File: src/rtl/pp_pkg.sv
// Shared types and decode for the ping/pong line-buffer sequencer.
package pp_pkg;

    typedef enum logic [1:0] {
        PP_IDLE,
        PP_FILL,
        PP_STREAM
    } pp_state_t;

    // sel value for which PING is the write side
    localparam logic SEL_PING_WR = 1'b0;

    // The four buffer enables, kept together so decode and registering stay in step
    typedef struct packed {
        logic ping_wr;
        logic pong_wr;
        logic ping_rd;
        logic pong_rd;
    } pp_en_t;

    localparam pp_en_t PP_EN_NONE = '{ping_wr: 1'b0, pong_wr: 1'b0, ping_rd: 1'b0, pong_rd: 1'b0};

    // Enables implied by a given state/sel pair; never a wr and rd on the same buffer
    function automatic pp_en_t pp_decode(input pp_state_t state, input logic sel);
        pp_en_t en;
        en = PP_EN_NONE;
        case (state)
            PP_FILL: begin
                en.ping_wr = 1'b1;
            end
            PP_STREAM: begin
                if (sel == SEL_PING_WR) begin
                    en.ping_wr = 1'b1;
                    en.pong_rd = 1'b1;
                end else begin
                    en.pong_wr = 1'b1;
                    en.ping_rd = 1'b1;
                end
            end
            default: en = PP_EN_NONE;
        endcase
        return en;
    endfunction

endpackage

File: src/rtl/pp_addr_counter.sv
// Phase counter: counts 0..MAX_ADDRESS while enabled and flags the wrap edge.
module pp_addr_counter #(
    parameter int ADDR_SIZE   = 4,
    parameter int MAX_ADDRESS = 15
) (
    input  logic                 clk,
    input  logic                 rst,
    input  logic                 en,
    output logic [ADDR_SIZE-1:0] count,
    output logic                 wrap
);

    // Equality compare against the last address, so short phases work too
    localparam logic [ADDR_SIZE-1:0] MAX_CNT = ADDR_SIZE'(MAX_ADDRESS);
    localparam logic [ADDR_SIZE-1:0] ONE     = {{(ADDR_SIZE-1){1'b0}}, 1'b1};

    if (MAX_ADDRESS < 0 || MAX_ADDRESS > (2**ADDR_SIZE) - 1) begin : g_bad_max_address
        $error("pp_addr_counter: MAX_ADDRESS does not fit in ADDR_SIZE bits");
    end

    logic [ADDR_SIZE-1:0] count_q;
    logic [ADDR_SIZE-1:0] count_d;

    assign wrap  = en && (count_q == MAX_CNT);
    assign count = count_q;

    // Next count: hold when idle, increment, or return to 0 on the wrap edge
    always_comb begin
        // NOTE: default first so every path assigns count_d; otherwise a latch is inferred.
        count_d = count_q;
        if (en) begin
            count_d = wrap ? '0 : count_q + ONE;
        end
    end

    // Counter register, cleared immediately by reset
    always_ff @(posedge clk or posedge rst) begin
        // NOTE: non-blocking assignments in clocked blocks so every flop samples pre-edge values.
        if (rst) begin
            count_q <= '0;
        end else begin
            count_q <= count_d;
        end
    end

endmodule

File: src/rtl/ping_pong_ctrl.sv
// Ping/pong line-buffer sequencer: one initial PING fill, then continuous
// write/read streaming with roles swapping every MAX_ADDRESS+1 cycles.
module ping_pong_ctrl
    import pp_pkg::*;
#(
    parameter int IMAGE_SIZE  = 16,
    parameter int KERNEL_SIZE = 3,
    parameter int EXP_SIZE    = 5,
    parameter int MANT_SIZE   = 10,
    parameter int DATA_SIZE   = 8,
    parameter int ADDR_SIZE   = 4,
    parameter int MAX_ADDRESS = 15,
    parameter int COLUMNS     = 4,
    parameter int ROWS        = 3
) (
    input  logic clk,
    input  logic rst,
    output logic ping_wr_en,
    output logic pong_wr_en,
    output logic ping_rd_en,
    output logic pong_rd_en
);

    // Datapath parameters are carried for interface uniformity only; reject nonsense values
    if (IMAGE_SIZE < 1 || KERNEL_SIZE < 1 || EXP_SIZE < 1 || MANT_SIZE < 1 ||
        DATA_SIZE < 1 || COLUMNS < 1 || ROWS < 1) begin : g_bad_params
        $error("ping_pong_ctrl: datapath parameters must be positive");
    end

    pp_state_t            state_q, state_d;
    logic                 sel_q, sel_d;
    pp_en_t               en_q, en_d;
    logic                 cnt_en;
    logic                 wrap;
    logic [ADDR_SIZE-1:0] count;
    logic                 unused_count_parity;

    // The counter runs in FILL and STREAM; it sits at 0 through the IDLE->FILL edge
    assign cnt_en = (state_q != PP_IDLE);

    pp_addr_counter #(
        .ADDR_SIZE  (ADDR_SIZE),
        .MAX_ADDRESS(MAX_ADDRESS)
    ) u_addr_counter (
        .clk  (clk),
        .rst  (rst),
        .en   (cnt_en),
        .count(count),
        .wrap (wrap)
    );

    // The address itself belongs to the buffers; only the wrap flag matters here
    assign unused_count_parity = ^count;

    // Next state, sel toggle on wrap, and enables decoded from the next state
    always_comb begin
        state_d = state_q;
        sel_d   = sel_q;
        case (state_q)
            PP_IDLE: begin
                state_d = PP_FILL;
            end
            PP_FILL: begin
                if (wrap) begin
                    state_d = PP_STREAM;
                    sel_d   = ~sel_q;
                end
            end
            PP_STREAM: begin
                if (wrap) begin
                    sel_d = ~sel_q;
                end
            end
            default: begin
                state_d = PP_IDLE;
                sel_d   = SEL_PING_WR;
            end
        endcase
        en_d = pp_decode(state_d, sel_d);
    end

    // FSM, sel and registered enables; reset clears everything without a clock
    always_ff @(posedge clk or posedge rst) begin
        if (rst) begin
            state_q <= PP_IDLE;
            sel_q   <= SEL_PING_WR;
            en_q    <= PP_EN_NONE;
        end else begin
            state_q <= state_d;
            sel_q   <= sel_d;
            en_q    <= en_d;
        end
    end

    assign ping_wr_en = en_q.ping_wr;
    assign pong_wr_en = en_q.pong_wr;
    assign ping_rd_en = en_q.ping_rd;
    assign pong_rd_en = en_q.pong_rd;

endmodule

File: config.mk
export PLATFORM = sky130hd
export DESIGN_NAME = ping_pong_ctrl
export DESIGN_NICKNAME = d
export VERILOG_FILES = /design/src/rtl/pp_pkg.sv /design/src/rtl/pp_addr_counter.sv /design/src/rtl/ping_pong_ctrl.sv
export SDC_FILE = /design/constraint.sdc
export NUM_CORES = 1
export LEC_CHECK = 0
export CAP_MARGIN = 20
export CORE_UTILIZATION = 38
export DETAILED_ROUTE_END_ITERATION = 6
export SLEW_MARGIN = 30
export SYNTH_ARGS = -nofsm -noshare
export SYNTH_HDL_FRONTEND = slang
export SYNTH_SLANG_ARGS = --single-unit
File: constraint.sdc
create_clock -name clk -period 4.7 [get_ports clk]
set_input_delay 0.47 -clock clk [delete_from_list [all_inputs] [get_ports clk]]
set_output_delay 0.47 -clock clk [all_outputs]
set_load 0.005 [all_outputs]
==> results of run 1 <==
-- cell families (layout without fill, tap and decap cells) --
kind of cell,count (synthesis),in the layout,synth area share [%]
flops,10,10,47.28
fa+ha+maj,5,5,11.82
xor+xnor,3,3,6.384
mux,1,1,2.128
simple gates,13,13,16.55
buf+inv,4,12,3.546
compound gates,9,9,12.29
-- final timing paths --
check                                        start                 endpoint  slack [ps]  cells past startpoint
max reg2reg                             state_q[0]               ping_wr_en        2930                      6
min                                            rst  u_addr_counter.count[3]         480                      2
max in group asynchronous                      rst                    sel_q        3950                      2
max                                     state_q[0]               ping_wr_en        2930                      6
min in group clk           u_addr_counter.count[3]  u_addr_counter.count[3]         560                      1
min reg2reg                u_addr_counter.count[3]  u_addr_counter.count[3]         560                      1
-- per-layer routing --
metal | track usage, % | vias to the layer above | routed length [um]
li1 | - | 167 | -
met1 | 15.96 | 167 | 338
met2 | 24.17 | 4 | 421
met3 | 5.114 | 3 | 26
met4 | 10.34 | 0 | 19
met5 | 0 | - | 0
-- state kept, by name, summed over array words and instances, names as in the netlist --
name	count
sel_q	1
state_q	2
ping_wr_en	1
ping_rd_en	1
u_addr_counter.count	4
pong_rd_en	1
-- per-stage QoR --
stage          hold WS (ps)  cell area (um^2)  instances  total power [mW]  setup slack [ps]
2_1_floorplan         310.2             529.3         45           0.08899              3107
3_3_place_gp          533.0             590.6         64           0.09017              3022
3_5_place_dp          553.9             590.6         64           0.09025              2939
4_1_cts               486.3             626.9         68            0.1668              2933
5_1_grt               511.3             626.9         68            0.1739              2787
6_report              477.4             626.9         68            0.1648              2934
-- where the power goes --
part	total, mW	leakage [nW]	switching [mW]	internal, mW
Clock	0.0763	0.0210	0.0293	0.0471
Sequential	0.0860	0.125	0	0.0860
Combinational	0.00246	0.169	0.00168	0.000774
-- area by class of cell --
type	instances	area, um^2
flip-flops and latches	10	250.2
well taps	15	18.77
clock buffers	4	36.28
inverters	3	11.26
repair buffers	5	50.05
fillers	125	674.4
multi-input cells	31	260.3
-- layout by cell type (no fill, tap or decap), drive strengths merged --
master	instances
inv	3
clkdlybuf4s50	5
and2	2
clkbuf	4
or2	1
nor3	1
o22ai	1
nand2	1
nand4b	1
dfrtp	10
nor4	1
xnor2	2
a21boi	1
xor2	1
ha	5
nor2	3
o31ai	1
mux2	1
nand2b	3
o311ai	1
a21oi	3
o21ai	2
==> run summary, run 1 <==
The flow ran to the end, and the final reports show no timing, DRC or antenna violations. The tools report the final max-slew violation count as 0. Before antenna repair, the detailed router went through 3 iterations. For the final routed database, the setup TNS stands at 0 ps. The endpoint type of the worst setup path was a flip-flop.

The largest single stage delay on the critical path is 440 ps. Row generation in the floorplan step produced 13 rows. After layout, the worst path uses 37.58% of the clock period.

The arrival time reported for the critical path endpoint is 1910 ps, and the count of warnings emitted by yosys is 0. Clock latency on the worst-skew pair, taken at its later pin, is 260 ps. The worst clock skew was 0.1851 ps; the layout cell share with drive strength beyond 1 was 16.98%. The area of the core was 1301 um^2; the sequential-to-total area share from yosys stat was 47.28%. The run gives 0 as the DRC violations left. In this run the clock root is driven by a clkbuf_4. For this design the static power due to leakage is 0.3148 nW. dfrtp_1 takes more of the synthesized area than any other cell. The first global-routing pass estimated 1.449 mm of wire. Dividing total power by cell area gives a power density of 262.9 nW/um^2. The initial antenna violation count is 0.

Of all flip-flops after synthesis, the portion carrying an async set or reset was 100.0%. Post-CTS repair changed the size of 0 cells. The die area was 1546 um^2; the average wire per cell in the routed design was 11.85 um. The logs give 10 for the number of sinks handled by clock tree synthesis and 40.67% for the initial standard-cell utilization of the core. The logs give 74.66% for the worst slew slack as a fraction of its limit and 366 for the via count of the first global-routing pass.

STA classifies the critical path startpoint as a flip-flop. Based on the critical path, the design can be clocked at up to 566.1 MHz. Entering global routing, the biggest net connects 11 pins.

The area share of the largest cell type after synthesis was 47.28%. The average via count per standard cell was 5.015. Gate family responsible for the most delay along the worst path: flip-flops.

Setup violations remaining at the end of the flow were counted as 0. The wire-length estimate of the detail-placed layout is 630.8 um. Clock-pin slew was measured on the worst setup and hold paths at 60 ps.

The critical path goes through inv_1 > ha_1 > nand4b_4 > xor2_2 > o311ai_1 > a21oi_1. Cells fill 48.17% of the core in the end. Measured along the x axis, the die boundary spans 39.32 um. Counting along the longest clock path gives a buffer depth of 2. The synthesized design contains 0 enable-type register cells.

The class of the most critical hold timing path is primary input to async pin. The most common flop cell mapped by yosys is dfrtp_1. By area the synthesized netlist is led by dfrtp_1 47%, ha_1 12%, nand4b_4 4.5%. The number of H-tree levels was 1.

The detail route stage leaves a number of antenna-violating nets equal to 0. After detailed routing, the total wire length is 806 um. Counting every net in the synthesized netlist gives 52. The dominant cell by count in the synthesized netlist was dfrtp_1. The max-cap check violation count was 0; the routed via count was 341.

After layout, the minimum clock period comes to 1766 ps. For the final number of hold-violating endpoints, the log shows 0. The critical path class was flip-flop to flip-flop. Aggregate global-route resource usage: 14.87%. The maximum fanout count along the critical path came out at 7.

For this design the top-level I/O count stands at 6. TritonCTS built the clock tree. The maximum vdd drop came out at 0.1506 mV.

The number of nets in the layout was 61. Data on the critical path is required at its endpoint by 4840 ps. The slowest stage of the critical path is the dfrtp_1 cell. Post-CTS setup buffer count: 0. Setup repair after global routing left no endpoint under its margin.

By count the netlist is led by 10 x dfrtp_1, 5 x ha_1. The area growth from synthesis to final layout is 18.44%. For the pin with the worst max-slew slack, the measured transition is 379.7 ps. The post-synthesis instance total was 45; the count of antenna diodes in the layout was 0.

The die height is 39.32 um, and the number of buffer and inverter instances along the worst setup path is 1. The average cell area after synthesis is 11.76 um^2, and the quantity of I/O buffers inserted on ports is 5. Buffers inserted during clock tree synthesis total 3.

After clock tree synthesis, the flow added hold-fix buffers numbering 0. At the end of routability-driven placement, the weighted congestion stood at 0.7189. In this run the cell area of the synthesized design comes to 529.3 um^2. The logs give 5 for the initial detailed-routing violation count and 22 for the number of distinct standard cells referenced by the synthesized netlist. The final global-route overflow total was 0. Counting flops and latches in the post-synthesis netlist gives 10.
Note: power is estimated with default switching activity, not from simulation.
==> run 2, diff against run 1 <==
- clock period: 4.7 -> 1.46 ns (I/O delays scaled with it)
==> run 2 against run 1 <==
Compared with the run above:
- sequential share of layout area down 3.4 points
- largest cell class unchanged
- die area unchanged
- first-iteration DRC count down 20%
- sequential power rose to 3.2 times the previous value
- critical path depth unchanged
- the flow now finishes with violations (setup timing)
- count of clock-buffer cells in the layout down 1
- sequential cell count unchanged
- global-route usage up 1.9 points
- setup slack worse by 3000 ps
==> run summary, run 2 (same netlist as run 1, synthesis figures left out) <==
For the pin with the worst max-slew slack, the measured transition is 400.1 ps. The count of antenna diodes in the layout was 0; the worst path setup slack after routing was -52.77 ps. Setup violations remaining at the end of the flow were counted as 3. The endpoint type of the worst setup path was a flip-flop.

The worst pin sits at a relative slew slack of 73.29%. Counting I/O delays and the setup requirement, the final critical path takes 1513 ps. On the final layout, the worst clock skew is 1.624 ps.

Relative to the synthesized area, the layout overhead comes to 29.55%. For the final max-slew violation count, the log shows 0. Measured along the x axis, the die boundary spans 39.32 um. Among all stages on the critical path, the largest delay is contributed by dfrtp_1. The max-cap check violation count is 0, and the average wire per cell in the routed design is 12.81 um. The critical path in this run is classified as flip-flop to flip-flop. The final reports fail on setup timing. After clock tree synthesis, the clock-pin slew on the worst setup and hold paths is 60 ps.

In this run, post-CTS hold repair placed 0 buffers. For this run, design rule violations remaining after detail routing come to 0. The first global-routing pass estimated 1.607 mm of wire. Across all layers, the routed design uses 369 vias. In this run the standard cell core region covers 1301 um^2. For the required time of the critical path, the log shows 1590 ps. In the routed layout, each cell is associated on average with a via count of 4.986.

The tools report the half-perimeter wire length of the detailed placement result as 688.4 um. Standard-cell row count: 13. In the final layout, the share of cells above drive strength 1 is 33.90%. The library cells used most frequently in the layout, excluding fill and tap cells, are 10 x dfrtp_1, 7 x buf_4, 5 x clkdlybuf4s50_1. The tools report the number of H-tree levels as 1. The logs give 260 ps for the clock latency of the later-clocked register in the worst-skew pair and 0 for the final global-route overflow total. The total instance count after detailed placement was 69.

The run gives 40.67% as the initial standard-cell utilization of the core. The run gives 280.3 um^2 as the total area of multi-input combinational cells. The worst hold slack after final layout is 171.4 ps. Class of the most critical hold timing path: primary input to async pin. The biggest cell delay along the critical path works out to 380 ps.

The initial detailed-routing violation count is 4. The power density over the cells was 672.3 nW/um^2; the iteration count of the initial detailed-routing pass was 4. Summed over all cells, the static leakage comes to 0.3426 nW.

Setup repair after global routing could not meet its margin everywhere. The total detailed-routing wirelength was 948 um. Excluding fillers, the count of instances in the completed layout stands at 74. The signal on the critical path passes through inv_2 > ha_4 > nand4b_4 > xor2_2 > o311ai_1 > a21oi_1.

The number of nets in the layout came out at 68. The number of sinks handled by clock tree synthesis is 10, and the CTS buffer count is 3. The worst setup path is launched from a flip-flop. The final number of hold-violating endpoints is 0.

The die covers 1546 um^2. Summing all flip-flop and latch instances after layout gives 250.2 um^2. The run gives 16.81% as the aggregate global-route resource usage. The die height is 39.32 um. The run gives 52.69% as the final cell utilization of the core.

Dividing the final minimum period by the clock period gives 103.6%. The run gives -50 ps as the worst-case register-to-register setup slack. Entering global routing, the biggest net connects 11 pins. The count of nets left with antenna violations once routing finished came out at 0. The run finished, with violations left. The via count of the first global-routing pass is 365. Port buffering added 5 buffers. The commonest non-fill, non-tap cell in the layout was dfrtp_1. The tools report the maximum vdd drop as 0.5441 mV.

The tools report the fill cell instance count of the final layout as 128. TritonCTS built the clock tree. For the maximum clock path buffer count, the log shows 2.

The logs give 1640 ps for the arrival time reported for the critical path endpoint and 661.0 MHz for the maximum clock frequency. The flip-flop count of the largest register after layout is 4, and the final RePlAce weighted congestion is 0.7244. The tree is rooted in a clkbuf_4.

Along the worst path, the maximum fanout reaches 4. Initial antenna violation count: 0. 6 I/O pins were placed.
-- run 2: per-stage QoR --
step	setup slack, ps	cell area (um^2)	TNS (ps)	power, mW
after floorplan	-0.2658	541.8	-0.2658	0.2865
final	-52.77	685.7	-94.16	0.4609
after global placement	11.05	640.6	0	0.2903
after detailed placement	-69.07	640.6	-87.90	0.2907
after global routing	-151.4	685.7	-480.3	0.4851
after CTS	-33.37	685.7	-60.90	0.4688
-- run 2: what timing repair did --
| item | CTS | global route |
|---|---|---|
| pin swaps | 2 | 0 |
| buffers inserted | 2 | 0 |
| gates cloned | 0 | 0 |
| gates resized for setup | 3 | 0 |
| setup endpoints to repair | 3 | 5 |
| hold endpoints to repair | 0 | 0 |
-- run 2: path summary, 6_finish.rpt --
path | start | to | depth (start not counted)
setup / recovery | state_q[1] | ping_wr_en | 6
hold / removal | rst | state_q[0] | 2
setup reg to reg | state_q[1] | ping_wr_en | 6
hold reg to reg | u_addr_counter.count[3] | u_addr_counter.count[3] | 1
max in group asynchronous | rst | ping_wr_en | 2
min in group clk | u_addr_counter.count[3] | u_addr_counter.count[3] | 1
-- run 2: power by group --
part,switching [mW],internal (mW)
logic,0.00568,0.00248
registers,0,0.277
clock network,0.0811,0.0945
total,0.0868,0.374
-- run 2: cell type report --
type,count,share of cell area (%)
clock buffers,3,3.285
inverters,3,1.642
multi-input cells,31,40.88
flip-flops and latches,10,36.50
well taps,15,2.737
repair buffers,12,14.96
-- run 2: routing by layer --
layer / part of all wire (%) / up-vias / GRT usage (%)
met5: 0 / - / 0
met1: 47 / 179 / 18.51
met4: 0.42 / 0 / 10.34
met2: 50 / 7 / 27.92
li1: - / 181 / -
met3: 2.8 / 2 / 5.114
-- run 2: critical path: cells and delay by family, from the launching register on --
family	cells	cell delay [ps]
xor+xnor	1	190
simple gates	1	210
buf+inv	1	80
flops	1	380
fa+ha+maj	1	170
compound gates	2	360
